### config.mk
export PLATFORM = sky130hd
export DESIGN_NAME = tiny_imem_arbiter
export DESIGN_NICKNAME = d
export VERILOG_FILES = /design/src/rtl/tiny_imem_arbiter_pkg.sv /design/src/rtl/tiny_imem_ram.sv /design/src/rtl/tiny_imem_arbiter.sv
export SDC_FILE = /design/constraint.sdc
export NUM_CORES = 1
export LEC_CHECK = 0
export CAP_MARGIN = 20
export CORE_MARGIN = 4
export CORE_UTILIZATION = 45
export DETAILED_ROUTE_END_ITERATION = 10
export PLACE_DENSITY = 0.67
export SLEW_MARGIN = 20
export SYNTH_ARGS = -nofsm -noshare
export SYNTH_HDL_FRONTEND = slang
export SYNTH_HIERARCHICAL = 1
export SYNTH_SLANG_ARGS = --single-unit
### constraint.sdc
create_clock -name clk -period 4 [get_ports clk]
set_clock_uncertainty 0.2 [all_clocks]
set_input_delay 1.2 -clock clk [delete_from_list [all_inputs] [get_ports clk]]
set_output_delay 1.2 -clock clk [all_outputs]
set_load 0.02 [all_outputs]
### src/rtl/tiny_imem_arbiter_pkg.sv
`default_nettype none
// ============================================================================
// Module   : tiny_imem_arbiter_pkg
// Brief    : Shared FSM encodings and write-counter constants for the
//            instruction-memory arbiter.
// Revision : 1.0 - initial release
// ============================================================================
package tiny_imem_arbiter_pkg;

    localparam int unsigned c_STATE_W = 1;
    localparam logic [c_STATE_W-1:0] c_ST_IDLE = 1'b0;
    localparam logic [c_STATE_W-1:0] c_ST_RESP = 1'b1;

    localparam int unsigned c_WR_CNT_W = 5;
    localparam logic [c_WR_CNT_W-1:0] c_WR_CNT_MAX = 5'd31;

    // Increment that sticks at the maximum instead of wrapping.
    function automatic logic [c_WR_CNT_W-1:0] sat_inc(input logic [c_WR_CNT_W-1:0] value);
        logic [c_WR_CNT_W-1:0] result;
        result = value;
        if (value != c_WR_CNT_MAX) begin
            result = value + {{(c_WR_CNT_W-1){1'b0}}, 1'b1};
        end
        return result;
    endfunction

endpackage
`default_nettype wire

### src/rtl/tiny_imem_ram.sv
`default_nettype none
// ============================================================================
// Module   : tiny_imem_ram
// Brief    : 2**ADDR_W x DATA_W instruction RAM, one write port and one
//            combinational read port; optional even-parity bit per word
//            enabled by macro IMEM_PARITY_EN. Contents are not reset.
// Revision : 1.0 - initial release
// ============================================================================
module tiny_imem_ram #(
    parameter int ADDR_W = 4,
    parameter int DATA_W = 8
) (
    input  logic              clk,
    input  logic              i_wr_en,
    input  logic [ADDR_W-1:0] i_wr_addr,
    input  logic [DATA_W-1:0] i_wr_data,
    input  logic [ADDR_W-1:0] i_rd_addr,
`ifdef IMEM_PARITY_EN
    output logic              o_rd_perr,
`endif
    output logic [DATA_W-1:0] o_rd_data
);

    localparam int c_DEPTH = 2 ** ADDR_W;

`ifdef IMEM_PARITY_EN
    // Parity bit lives in the MSB of each stored word.
    logic [DATA_W:0] r_mem [c_DEPTH];
    logic [DATA_W:0] w_rd_word;

    always_ff @(posedge clk) begin
        if (i_wr_en) begin
            r_mem[i_wr_addr] <= {^i_wr_data, i_wr_data};
        end
    end

    assign w_rd_word = r_mem[i_rd_addr];
    assign o_rd_data = w_rd_word[DATA_W-1:0];
    // Even parity across data plus parity bit reduces to 0 on a clean word.
    assign o_rd_perr = ^w_rd_word;
`else
    logic [DATA_W-1:0] r_mem [c_DEPTH];

    always_ff @(posedge clk) begin
        if (i_wr_en) begin
            r_mem[i_wr_addr] <= i_wr_data;
        end
    end

    assign o_rd_data = r_mem[i_rd_addr];
`endif

endmodule
`default_nettype wire

### src/rtl/tiny_imem_arbiter.sv
`default_nettype none
// ============================================================================
// Module   : tiny_imem_arbiter
// Brief    : Round-robin arbiter sharing an instruction RAM between a host
//            loader (writes) and a CPU fetch port (reads), with host lock.
//            Optional parity checking enabled by macro IMEM_PARITY_EN.
// Revision : 1.0 - initial release
// ============================================================================
module tiny_imem_arbiter
    import tiny_imem_arbiter_pkg::*;
#(
    parameter int ADDR_W = 4,
    parameter int DATA_W = 8
) (
    input  logic              clk,
    input  logic              rst_n,
    input  logic              ld_valid,
    input  logic [ADDR_W-1:0] ld_addr,
    input  logic [DATA_W-1:0] ld_data,
    output logic              ld_ready,
    input  logic              cpu_req,
    input  logic [ADDR_W-1:0] cpu_addr,
    output logic              cpu_gnt,
    output logic              cpu_rvalid,
    output logic [DATA_W-1:0] cpu_rdata,
    input  logic              lock,
    output logic [4:0]        wr_count,
    output logic              cpu_perr
);

    logic [c_STATE_W-1:0]  r_state;
    logic [c_STATE_W-1:0]  w_state_nxt;
    logic                  r_rr_last;
    logic                  r_rvalid;
    logic [DATA_W-1:0]     r_rdata;
    logic [c_WR_CNT_W-1:0] r_wr_count;
    logic                  w_cpu_elig;
    logic [DATA_W-1:0]     w_ram_rdata;

    assign w_cpu_elig = cpu_req & ~lock;

    always_ff @(posedge clk or negedge rst_n) begin
        if (!rst_n) begin
            r_state <= c_ST_IDLE;
        end else begin
            r_state <= w_state_nxt;
        end
    end

    always_comb begin
        w_state_nxt = r_state;
        case (r_state)
            c_ST_IDLE: if (cpu_gnt) w_state_nxt = c_ST_RESP;
            c_ST_RESP: w_state_nxt = c_ST_IDLE;
            default:   w_state_nxt = c_ST_IDLE;
        endcase
    end

    // Loader wins unless the CPU is also eligible and the loader was served last.
    always_comb begin
        ld_ready = 1'b0;
        cpu_gnt  = 1'b0;
        if (r_state == c_ST_IDLE) begin
            if (ld_valid && (!w_cpu_elig || r_rr_last)) begin
                ld_ready = 1'b1;
            end else if (w_cpu_elig) begin
                cpu_gnt = 1'b1;
            end
        end
    end

    always_ff @(posedge clk or negedge rst_n) begin
        if (!rst_n) begin
            r_rr_last  <= 1'b1;
            r_rvalid   <= 1'b0;
            r_rdata    <= '0;
            r_wr_count <= '0;
        end else begin
            r_rvalid <= cpu_gnt;
            if (cpu_gnt) begin
                r_rdata   <= w_ram_rdata;
                r_rr_last <= 1'b1;
            end else if (ld_ready) begin
                r_rr_last  <= 1'b0;
                r_wr_count <= sat_inc(r_wr_count);
            end
        end
    end

    assign cpu_rvalid = r_rvalid;
    assign cpu_rdata  = r_rdata;
    assign wr_count   = r_wr_count;

`ifdef IMEM_PARITY_EN
    logic w_ram_perr;
    logic r_perr;

    always_ff @(posedge clk or negedge rst_n) begin
        if (!rst_n) begin
            r_perr <= 1'b0;
        end else begin
            r_perr <= cpu_gnt & w_ram_perr;
        end
    end

    assign cpu_perr = r_perr;

    tiny_imem_ram #(
        .ADDR_W (ADDR_W),
        .DATA_W (DATA_W)
    ) u_ram (
        .clk       (clk),
        .i_wr_en   (ld_ready),
        .i_wr_addr (ld_addr),
        .i_wr_data (ld_data),
        .i_rd_addr (cpu_addr),
        .o_rd_perr (w_ram_perr),
        .o_rd_data (w_ram_rdata)
    );
`else
    assign cpu_perr = 1'b0;

    tiny_imem_ram #(
        .ADDR_W (ADDR_W),
        .DATA_W (DATA_W)
    ) u_ram (
        .clk       (clk),
        .i_wr_en   (ld_ready),
        .i_wr_addr (ld_addr),
        .i_wr_data (ld_data),
        .i_rd_addr (cpu_addr),
        .o_rd_data (w_ram_rdata)
    );
`endif

endmodule
`default_nettype wire

# Yosys cells after proc, flatten, opt, wreduce, memory -nomap -nowiden
# Memory sizes are Yosys's and may differ from the RTL's. A register that Yosys moved wholly into a read port is not among the register bits.
# Index checks and enable logic that the tools add are counted.
[word_totals]
mem_count = 1
reg_bits = 8
inputBits = 21
mem_bits_rw = 128
elab_cells = 28
[memory_table]
columns = ["name", "depth", "word_bits", "read_ports", "rd_ports_with_merged_regs", "write_ports", "line", "source"]
rows = [
  ["u_ram.r_mem", 16, 8, 1, 1, 1, "tiny_imem_ram.sv:42", "logic [DATA_W-1:0] r_mem [c_DEPTH];"],
]
[op_classes]
n_eq_ne = 1
addsub = 1
mux = 11
reduce_logical = 6
n_bitwise = 4
[ops]
columns = ["operator", "n"]
rows = [
  ["2-to-1 mux 1 bit", 10],
  ["adder 5 x 1 -> 5 bit (second input constant)", 1],
  ["inequality test 5 bit (second input constant)", 1],
  ["NOT 1 bit", 3],
  ["AND reduction 3 bit", 1],
  ["zero test 1 bit", 2],
  ["one-hot mux 1 bit (2 select lines)", 1],
  ["nonzero test 2 bit", 1],
  ["bitwise AND 1 bit", 1],
  ["logical AND 1 bit", 1],
  ["logical OR 1 bit", 1],
]

# Depth between registers and ports, before layout
# Gate-level depths: netlist of the first run.
[logic_depth]
ltp_word = 9
ltp_mapped = 6
depth_no_buf = 6

# By module
# Netlist of the first run, hierarchy kept.
[modules_own_cells]
columns = ["module", "cells_each", "area_each_um2", "instances"]
rows = [
  ["tiny_imem_ram", 221, 4987.3, 1],
  ["tiny_imem_arbiter", 46, 661.9, 1],
]

# Worst setup path before layout of the first run
# No wires, ideal clock.
[synth_path]
path_type = "input port to flip-flop"
from = "input cpu_req"
to = "memory u_ram.r_mem[0][0] (enable)"
t_required_ps = 3417
slack_ps = 384
n_path_buf = 0
cell_stages = 4
t_arrival_ps = 3033
path_cell_list = "or3b_4 nor2b_1 or3b_2 nor3_1"
[synth_via]
elab_chain_cells = 8
[synth_lines]
columns = ["element", "line", "source"]
rows = [
  ["from (decl)", "tiny_imem_arbiter.sv:21", "input logic cpu_req,"],
  ["bitwise AND 1 bit", "tiny_imem_arbiter.sv:40", "assign w_cpu_elig = cpu_req & ~lock;"],
  ["zero test 1 bit", "tiny_imem_arbiter.sv:64", "if (ld_valid && (!w_cpu_elig || r_rr_last)) begin"],
  ["logical OR 1 bit", "tiny_imem_arbiter.sv:64", ""],
  ["logical AND 1 bit", "tiny_imem_arbiter.sv:64", ""],
  ["2-to-1 mux 1 bit", "tiny_imem_arbiter.sv:64", ""],
  ["2-to-1 mux 1 bit", "tiny_imem_arbiter.sv:63", "if (r_state == c_ST_IDLE) begin"],
  ["net ld_ready", "tiny_imem_arbiter.sv:20", "output logic ld_ready,"],
  ["2-to-1 mux 1 bit", "tiny_imem_ram.sv:45", "if (i_wr_en) begin"],
  ["2-to-1 mux 1 bit (implied by the code)", "tiny_imem_ram.sv:46", "r_mem[i_wr_addr] <= i_wr_data;"],
  ["to (decl)", "tiny_imem_ram.sv:42", ""],
]
# The timed path passes the listed nets, and every way through them passes these cells.

# Worst setup path after layout of the first run
[layout_path]
from = "input lock"
to = "output ld_ready"
[layout_via]
elab_chain_cells = 7
[layout_lines]
columns = ["element", "line", "source"]
rows = [
  ["from (decl)", "tiny_imem_arbiter.sv:26", "input logic lock,"],
  ["NOT 1 bit", "tiny_imem_arbiter.sv:40", ""],
  ["bitwise AND 1 bit", "tiny_imem_arbiter.sv:40", ""],
  ["zero test 1 bit", "tiny_imem_arbiter.sv:64", ""],
  ["logical OR 1 bit", "tiny_imem_arbiter.sv:64", ""],
  ["logical AND 1 bit", "tiny_imem_arbiter.sv:64", ""],
  ["2-to-1 mux 1 bit", "tiny_imem_arbiter.sv:64", ""],
  ["2-to-1 mux 1 bit", "tiny_imem_arbiter.sv:63", ""],
  ["to (decl)", "tiny_imem_arbiter.sv:20", ""],
]
# Every way passes these cells.

==> results of run 1 <==
## cells in the final DEF, fill, tap and decap left out, types with 9 or more instances in the layout
cell type	netlist	final
edfxtp_1	128	128
clkdlybuf4s50_1	0	33
mux4_2	18	18
clkbuf_16	0	17
a22oi_1	16	16
dfrtp_1	14	14
mux4_1	14	14
nor2_1	13	13
buf_4	2	12
nand2_1	10	10
mux2_2	9	9
## registers in the layout, indices dropped and copies added, names as in the netlist
signal and count:
wr_count 5, r_rr_last 1, cpu_rvalid 1, u_ram/r_mem 128, cpu_rdata 8
## kinds of logic after synthesis
logic type / after synthesis / synth area share
fa+ha+maj: 2 / 0.00443
flops: 143 / 0.747
xor+xnor: 3 / 0.00465
compound gates: 16 / 0.0213
mux: 43 / 0.160
simple gates: 47 / 0.0445
other cells: 1 / 0.000664
buf+inv: 12 / 0.0173
## synthesized netlist by cell type
master           count
nand3_1              3
nor3_1               4
buf_2                3
xnor2_1              3
nand3b_1             2
conb_1               1
mux4_2              18
and2b_1              1
mux4_1              14
edfxtp_1           128
or3b_2               1
or3b_4               1
and3_1               2
ha_1                 2
dfrtp_1             14
inv_1                1
clkdlybuf4s25_2      3
buf_4                2
nand2_2              2
and2_1               1
mux2_2               9
a22oi_1             16
nor2_1              13
mux2_4               2
nor2b_1              2
nand2b_1             3
buf_6                3
nand2_1             10
nor3b_2              2
dfstp_2              1
## final timing paths
path / start / slack, ns / to
worst max-delay path: lock / 0.07 / ld_ready
worst min-delay path: cpu_rdata[4] / 0.31 / cpu_rdata[4]
worst max register to register: r_rr_last / 1.52 / u_ram/r_mem[15][7]
worst min register to register: cpu_rdata[4] / 0.31 / cpu_rdata[4]
max in group asynchronous: rst_n / 2.17 / cpu_rdata[7]
min in group asynchronous: rst_n / 1.00 / wr_count[3]
## through the flow
stage / utilization / TNS (ns) / instance area (um^2)
after floorplan: - / 0 / 5650
after detailed placement: 0.514 / -0.195 / 6250
final: 0.561 / 0 / 6820
after CTS: 0.561 / 0 / 6820
after global routing: 0.561 / 0 / 6820
after global placement: 0.514 / -0.107 / 6250
## routing by layer
metal	global-route usage	part of all wire	wire (um)
met3	0.0419	0.059	616
met5	0	0	0
met1	0.195	0.43	4440
met2	0.250	0.50	5200
met4	0.0565	0.015	151
## power by group through the flow
stage	Sequential (mW)	Clock, mW	Combinational [mW]
final	1.74	1.51	0.405
after CTS	1.74	1.54	0.411
after detailed placement	1.77	0	0.410
after floorplan	1.82	0	0.164
after global placement	1.77	0	0.402
after global routing	1.75	1.60	0.433
## worst register-to-register path, delay by kind of cell (launching register included)
family / cells / cell delay [ns]
buffers and inverters: 1 / 0.18
and+or+nand+nor: 4 / 1.18
DFF: 1 / 0.54
## final cells by class
| class | instances | area (um^2) |
|---|---|---|
| fill | 928 | 5340 |
| sequential | 143 | 4220 |
| multi-input combinational | 112 | 1340 |
| timing repair buffer | 50 | 483 |
| clock buffer | 19 | 433 |
| tap | 168 | 210 |
| clock inverter | 12 | 136 |
| inverter | 1 | 3.75 |
## timing repair
| item | 4_1_cts | 5_1_grt |
|---|---|---|
| resized for setup | 2 | 0 |
| endpoints found under the setup margin | 2 | 0 |
| hold buffers | 0 | 0 |
==> summary.md, run 1 <==
| Metric | Value |
|---|---|
| NetSw | `826 uW` |
| Die extent in y | `120 um` |
| Post-CTS setup buffer count | `0` |
| Core area | `0.0122 mm^2` |
| Io pins | `38` |
| H-Tree Depth | `4` |
| Syn Std Cell Area | `0.00565 mm^2` |
| Leakage | `2.33 nW` |
| Final period util | `0.982` |
| Worst path cell trace | `clkdlybuf4s50_1 -> or3b_4 -> nor2b_1 -> dlygate4sd2_1` |
| Reg2reg path depth | `5` |
| Worst hold-check path type | `register to register` |
| Worst skew pair latency | `0.40 ns` |
| Syn nets | `290` |
| Clk pwr share | `0.413` |
| Drt pass-1 iters | `5` |
| Critical path class | `input pin to output port` |
| Power per standard cell area | `535 mW/mm^2` |
| Max Clock Freq | `255 MHz` |
| CP Buf/Inv Count | `2` |
| First-pass GRT wire length | `16,000 um` |
| Total number of cells along the worst setup path | `4` |
| Reg clk slew, reported paths | `0.06 ns` |
| DP Wirelength | `6950 um` |
| Fin. Hold Viols | `0` |
| Wirelength per Cell | `20.6 um` |
| Grt ovf | `0` |
| Slew HR | `0.395` |
| Largest net degree at the start of global routing | `33` |
| Vias in the first global route | `2,833` |
| Die area | `0.0144 mm^2` |
| DR vias | `2,733` |
| CP arrival | `2.53 ns` |
| Top post-synthesis cells by area | `edfxtp_1, mux4_2, mux4_1, dfrtp_1, a22oi_1` |
| Synth top area share | `0.680` |
| WHS Path Cells | `1` |
| Antenna Nets Post-Route | `0` |
| Count of pins over their slew limit | `0` |
| Vias/cell | `5.41` |
| Critical path's top delay family | `buffers and inverters` |
| Initial antenna violation count | `0` |
| Worst EP required | `2.60 ns` |
| Yosys warnings | `6` |
| CP max stage cell | `clkdlybuf4s50_1` |
| Tmin final | `3.93 ns` |
| Num CTS Buffers | `17` |
| Drt drc | `0` |
| Port Buffer Count | `36` |
| Worst stage delay on the critical path | `0.44 ns` |
| Internal | `2.82 mW` |
| Synth unique cells | `30` |
| GPL Wtd Cong | `0.710` |
| Layout Cells excl Fill | `505` |
| Sequential fraction of the synthesis area | `0.747` |
| Setup ws final | `0.0732 ns` |
| Critical Path End Type | `output port` |
| Crit start category | `input pin` |
| Pre-CTS setup slack | `-0.148 ns` |
| Gate power share | `0.111` |
| Routed WL | `10,400 um` |
| Worst-Margin Slew | `0.904 ns` |
| # diodes | `0` |
| Sw Ratio | `0.226` |
| Hold WS | `0.307 ns` |
| Final Power | `3.65 mW` |
| Mapped Avg Cell Area | `21.2 um^2` |
| Max-cap violations | `0` |
| FP Rows | `40` |
| All-Layer GR Usage | `0.152` |
| DRT iter0 DRCs | `174` |
| Inst Count DP | `474` |
| Peak VDD IR | `497 uV` |
| Area Overhead vs Synth | `20.8%` |
| RSZ-0062 raised after global routing | `false` |
| Number of synthesized register bits | `143` |
| Critical-path maximum fanout | `2` |
| Clock sinks | `143` |
| Fin nets | `348` |
| Cell type with the largest total area after synthesis | `edfxtp_1` |
| Syn Inst Count | `267` |
| CTS tree | `yes` |
| Clock Tree Root | `clkbuf_16` |
| Final setup fails | `0` |
| Initial Util | `0.465` |
| Status | `finished clean` |
| Sequential Power Share | `0.476` |
| Die Wd | `120 um` |
| Clk buf depth | `2` |
| Layout cells sized above 1 | `0.240` |
No activity file was read; power rests on OpenSTA's default activity.
==> inputs of run 2 (changes only) <==
--- a/config.mk
+++ b/config.mk
@@ -6,10 +6,12 @@
 export NUM_CORES = 1
 export LEC_CHECK = 0
 export CAP_MARGIN = 20
+export CELL_PAD_IN_SITES_DETAIL_PLACEMENT = 0
+export CELL_PAD_IN_SITES_GLOBAL_PLACEMENT = 1
 export CORE_MARGIN = 4
 export CORE_UTILIZATION = 45
 export DETAILED_ROUTE_END_ITERATION = 10
-export PLACE_DENSITY = 0.67
+export PLACE_DENSITY = 0.74
 export SLEW_MARGIN = 20
 export SYNTH_ARGS = -nofsm -noshare
 export SYNTH_HDL_FRONTEND = slang
==> run 2 against run 1 <==
Global-route usage rose by 0.89 points. Utilization barely moved. Sequential power barely moved. Die area did not move. Count of clock-buffer cells in the layout did not move. Via count fell by 0.37%. Fmax rose by 0.26%. Final cell count did not move. Critical path depth did not move. Non-clock buffer count fell by 1. Design area barely moved. Critical path type unchanged. Largest power group unchanged.
==> summary.md, run 2 (synthesis results as in run 1) <==
| Metric | Value |
|---|---|
| Final period util | `0.979 (-0.00252)` |
| Worst EP required | `2.60 ns (about the same)` |
| Sequential Power Share | `0.474 (-0.002)` |
| Max-cap violations | `0 (unchanged)` |
| Max FFs per register | `128 (unchanged)` |
| Initial Util | `0.465 (unchanged)` |
| Clock Tree Root | `clkbuf_16` |
| Final Power | `3.67 mW (+0.47%)` |
| Die area | `0.0144 mm^2 (unchanged)` |
| Setup ws final | `0.0833 ns (+0.0101 ns)` |
| R2r startpoint | `r_rr_last` |
| Peak VDD IR | `331 uV (-33%)` |
| Status | `finished clean` |
| Max Clock Freq | `255 MHz (+0.26%)` |
| FF-to-FF End | `u_ram/r_mem[9][7]` |
| Clk buf depth | `2 (unchanged)` |
| Drt pass-1 iters | `4 (-1)` |
| Wirelength per Cell | `21.1 um (+2.6%)` |
| Gate power share | `0.111 (about the same)` |
| Fin. Hold Viols | `0 (unchanged)` |
| Most Used Layer, Global Route | `met2` |
| DR vias | `2,723 (-0.37%)` |
| Drt drc | `0 (unchanged)` |
| Pre-CTS setup slack | `-0.130 ns (+0.0181 ns)` |
| Sw Ratio | `0.216 (-0.00990)` |
| Slew HR | `0.382 (-0.0132)` |
| Fin nets | `347 (-0.29%)` |
| Inst Count DP | `473 (-0.21%)` |
| All-Layer GR Usage | `0.161 (+0.00886)` |
| Clk pwr share | `0.415 (+0.002)` |
| FP Rows | `40 (unchanged)` |
| Critical path class | `input pin to output port` |
| Reg2reg path depth | `5 (unchanged)` |
| Layout Cells excl Fill | `505 (unchanged)` |
| Largest net degree at the start of global routing | `33 (unchanged)` |
| Worst hold-check path type | `register to register` |
| Most common cell after layout, fill and taps aside | `edfxtp_1` |
| Vias/cell | `5.39 (-0.37%)` |
| GPL Wtd Cong | `0.717 (+1.0%)` |
| Hold_sp | `cpu_rdata[0]` |
| Power per standard cell area | `538 mW/mm^2 (+0.51%)` |
| DP Wirelength | `6730 um (-3.0%)` |
| RSZ-0062 raised after global routing | `false` |
| Tmin final | `3.92 ns (-0.0101 ns)` |
| Met1 Use GR | `0.211 (+0.0161)` |
| Vias in the first global route | `2,834 (+0.035%)` |
| Grt ovf | `0 (unchanged)` |
| Port Buffer Count | `36 (unchanged)` |
| CP arrival | `2.52 ns (about the same)` |
| Reg clk slew, reported paths | `0.05 ns (about the same)` |
| Critical-path maximum fanout | `2 (unchanged)` |
| Antenna Nets Post-Route | `0 (unchanged)` |
| Worst-Margin Slew | `0.924 ns (+0.0197 ns)` |
| Internal | `2.87 mW (+1.8%)` |
| Die extent in y | `120 um (unchanged)` |
| Area Overhead vs Synth | `20.7% (about the same)` |
| # diodes | `0 (unchanged)` |
| Crit start category | `input pin` |
| Final setup fails | `0 (unchanged)` |
| Met2 Usage GRT | `0.250 (unchanged)` |
| Routed WL | `10,700 um (+2.6%)` |
| Clock sinks | `143 (unchanged)` |
| Layout cells sized above 1 | `0.228 (-0.0119)` |
| Num CTS Buffers | `17 (unchanged)` |
| NetSw | `794 uW (-3.9%)` |
| Hold Path End | `cpu_rdata[0]` |
| R2R Setup Slk | `1.55 ns (+0.03 ns)` |
| Hold WS | `0.301 ns (-0.00531 ns)` |
| WHS Path Cells | `1 (unchanged)` |
| H-Tree Depth | `4 (unchanged)` |
| Core area | `0.0122 mm^2 (unchanged)` |
| Worst skew pair latency | `0.41 ns (about the same)` |
| DRT iter0 DRCs | `218 (+25%)` |
| Hold buffers post-CTS | `0 (unchanged)` |
| Count of pins over their slew limit | `0 (unchanged)` |
| Die Wd | `120 um (unchanged)` |
| Io pins | `38 (unchanged)` |
| Commonest non-fill, non-tap cells in the layout | `edfxtp_1, clkdlybuf4s50_1, mux4_2` |
| First-pass GRT wire length | `16,500 um (+2.6%)` |
| Initial antenna violation count | `0 (unchanged)` |
| Critical Path End Type | `output port` |
| Leakage | `2.33 nW (-0.24%)` |
| Largest reg by FF count | `u_ram/r_mem` |
| GR Layer Usage met3 | `0.0547 (+0.0127)` |
| CTS tree | `yes` |
-- run 2: area by class of cell --
class,count,area (um^2)
Clock buffer,19,433
Timing Repair Buffer,49,475
Inverter,1,3.75
Fill cell,929,5340
Tap cell,168,210
Sequential cell,143,4220
Clock inverter,13,146
Multi-Input combinational cell,112,1330
-- run 2: worst max path at each step --
stage / slack [ns] / cells past startpoint / start / end
detailed placement: -0.13 / 4 / lock / ld_ready
global route: 0.03 / 4 / cpu_req / ld_ready
CTS: 0.08 / 4 / cpu_req / ld_ready
finish: 0.08 / 4 / cpu_req / ld_ready
global placement: -0.11 / 4 / lock / ld_ready
floorplan: 0.38 / 4 / cpu_req / u_ram/r_mem[0][0]
-- run 2: timing repair --
action,CTS,global route
gates resized for setup,2,0
endpoints found under the setup margin,2,0
buffers inserted,0,0
-- run 2: per-layer routing --
metal / routed length, um / part of all wire
met1: 4420 / 0.41
met2: 5270 / 0.49
met3: 830 / 0.078
met4: 143 / 0.013
met5: 0 / 0
-- run 2: per-stage QoR --
step / TNS, ns / util / instance area, um^2
after floorplan: 0 / - / 5650
after global placement: -0.110 / 0.513 / 6240
after detailed placement: -0.143 / 0.513 / 6240
after CTS: 0 / 0.561 / 6820
after global routing: 0 / 0.561 / 6820
final: 0 / 0.561 / 6820
-- run 2: worst max-delay path, cell delays in order --
cell and delay [ns]:
clkdlybuf4s50_1 0.47, or3b_4 0.38, nor2b_1 0.15, dlygate4sd2_1 0.32
-- run 2: power groups by stage --
stage               clock (mW)  combinational, mW  sequential [mW]
finish                    1.52              0.406             1.74
global route              1.63              0.434             1.75
CTS                       1.55              0.413             1.74
detailed placement           0              0.413             1.77
global placement             0              0.405             1.77
floorplan                    0              0.164             1.82
==> inputs of run 3 (changes only) <==
--- a/config.mk
+++ b/config.mk
@@ -11,6 +11,7 @@
 export CORE_MARGIN = 4
 export CORE_UTILIZATION = 45
 export DETAILED_ROUTE_END_ITERATION = 10
+export GPL_ROUTABILITY_DRIVEN = 0
 export PLACE_DENSITY = 0.74
 export SLEW_MARGIN = 20
 export SYNTH_ARGS = -nofsm -noshare
==> results of run 3 <==
No change in the layout: final DEF, timing and power equal those of run 2.
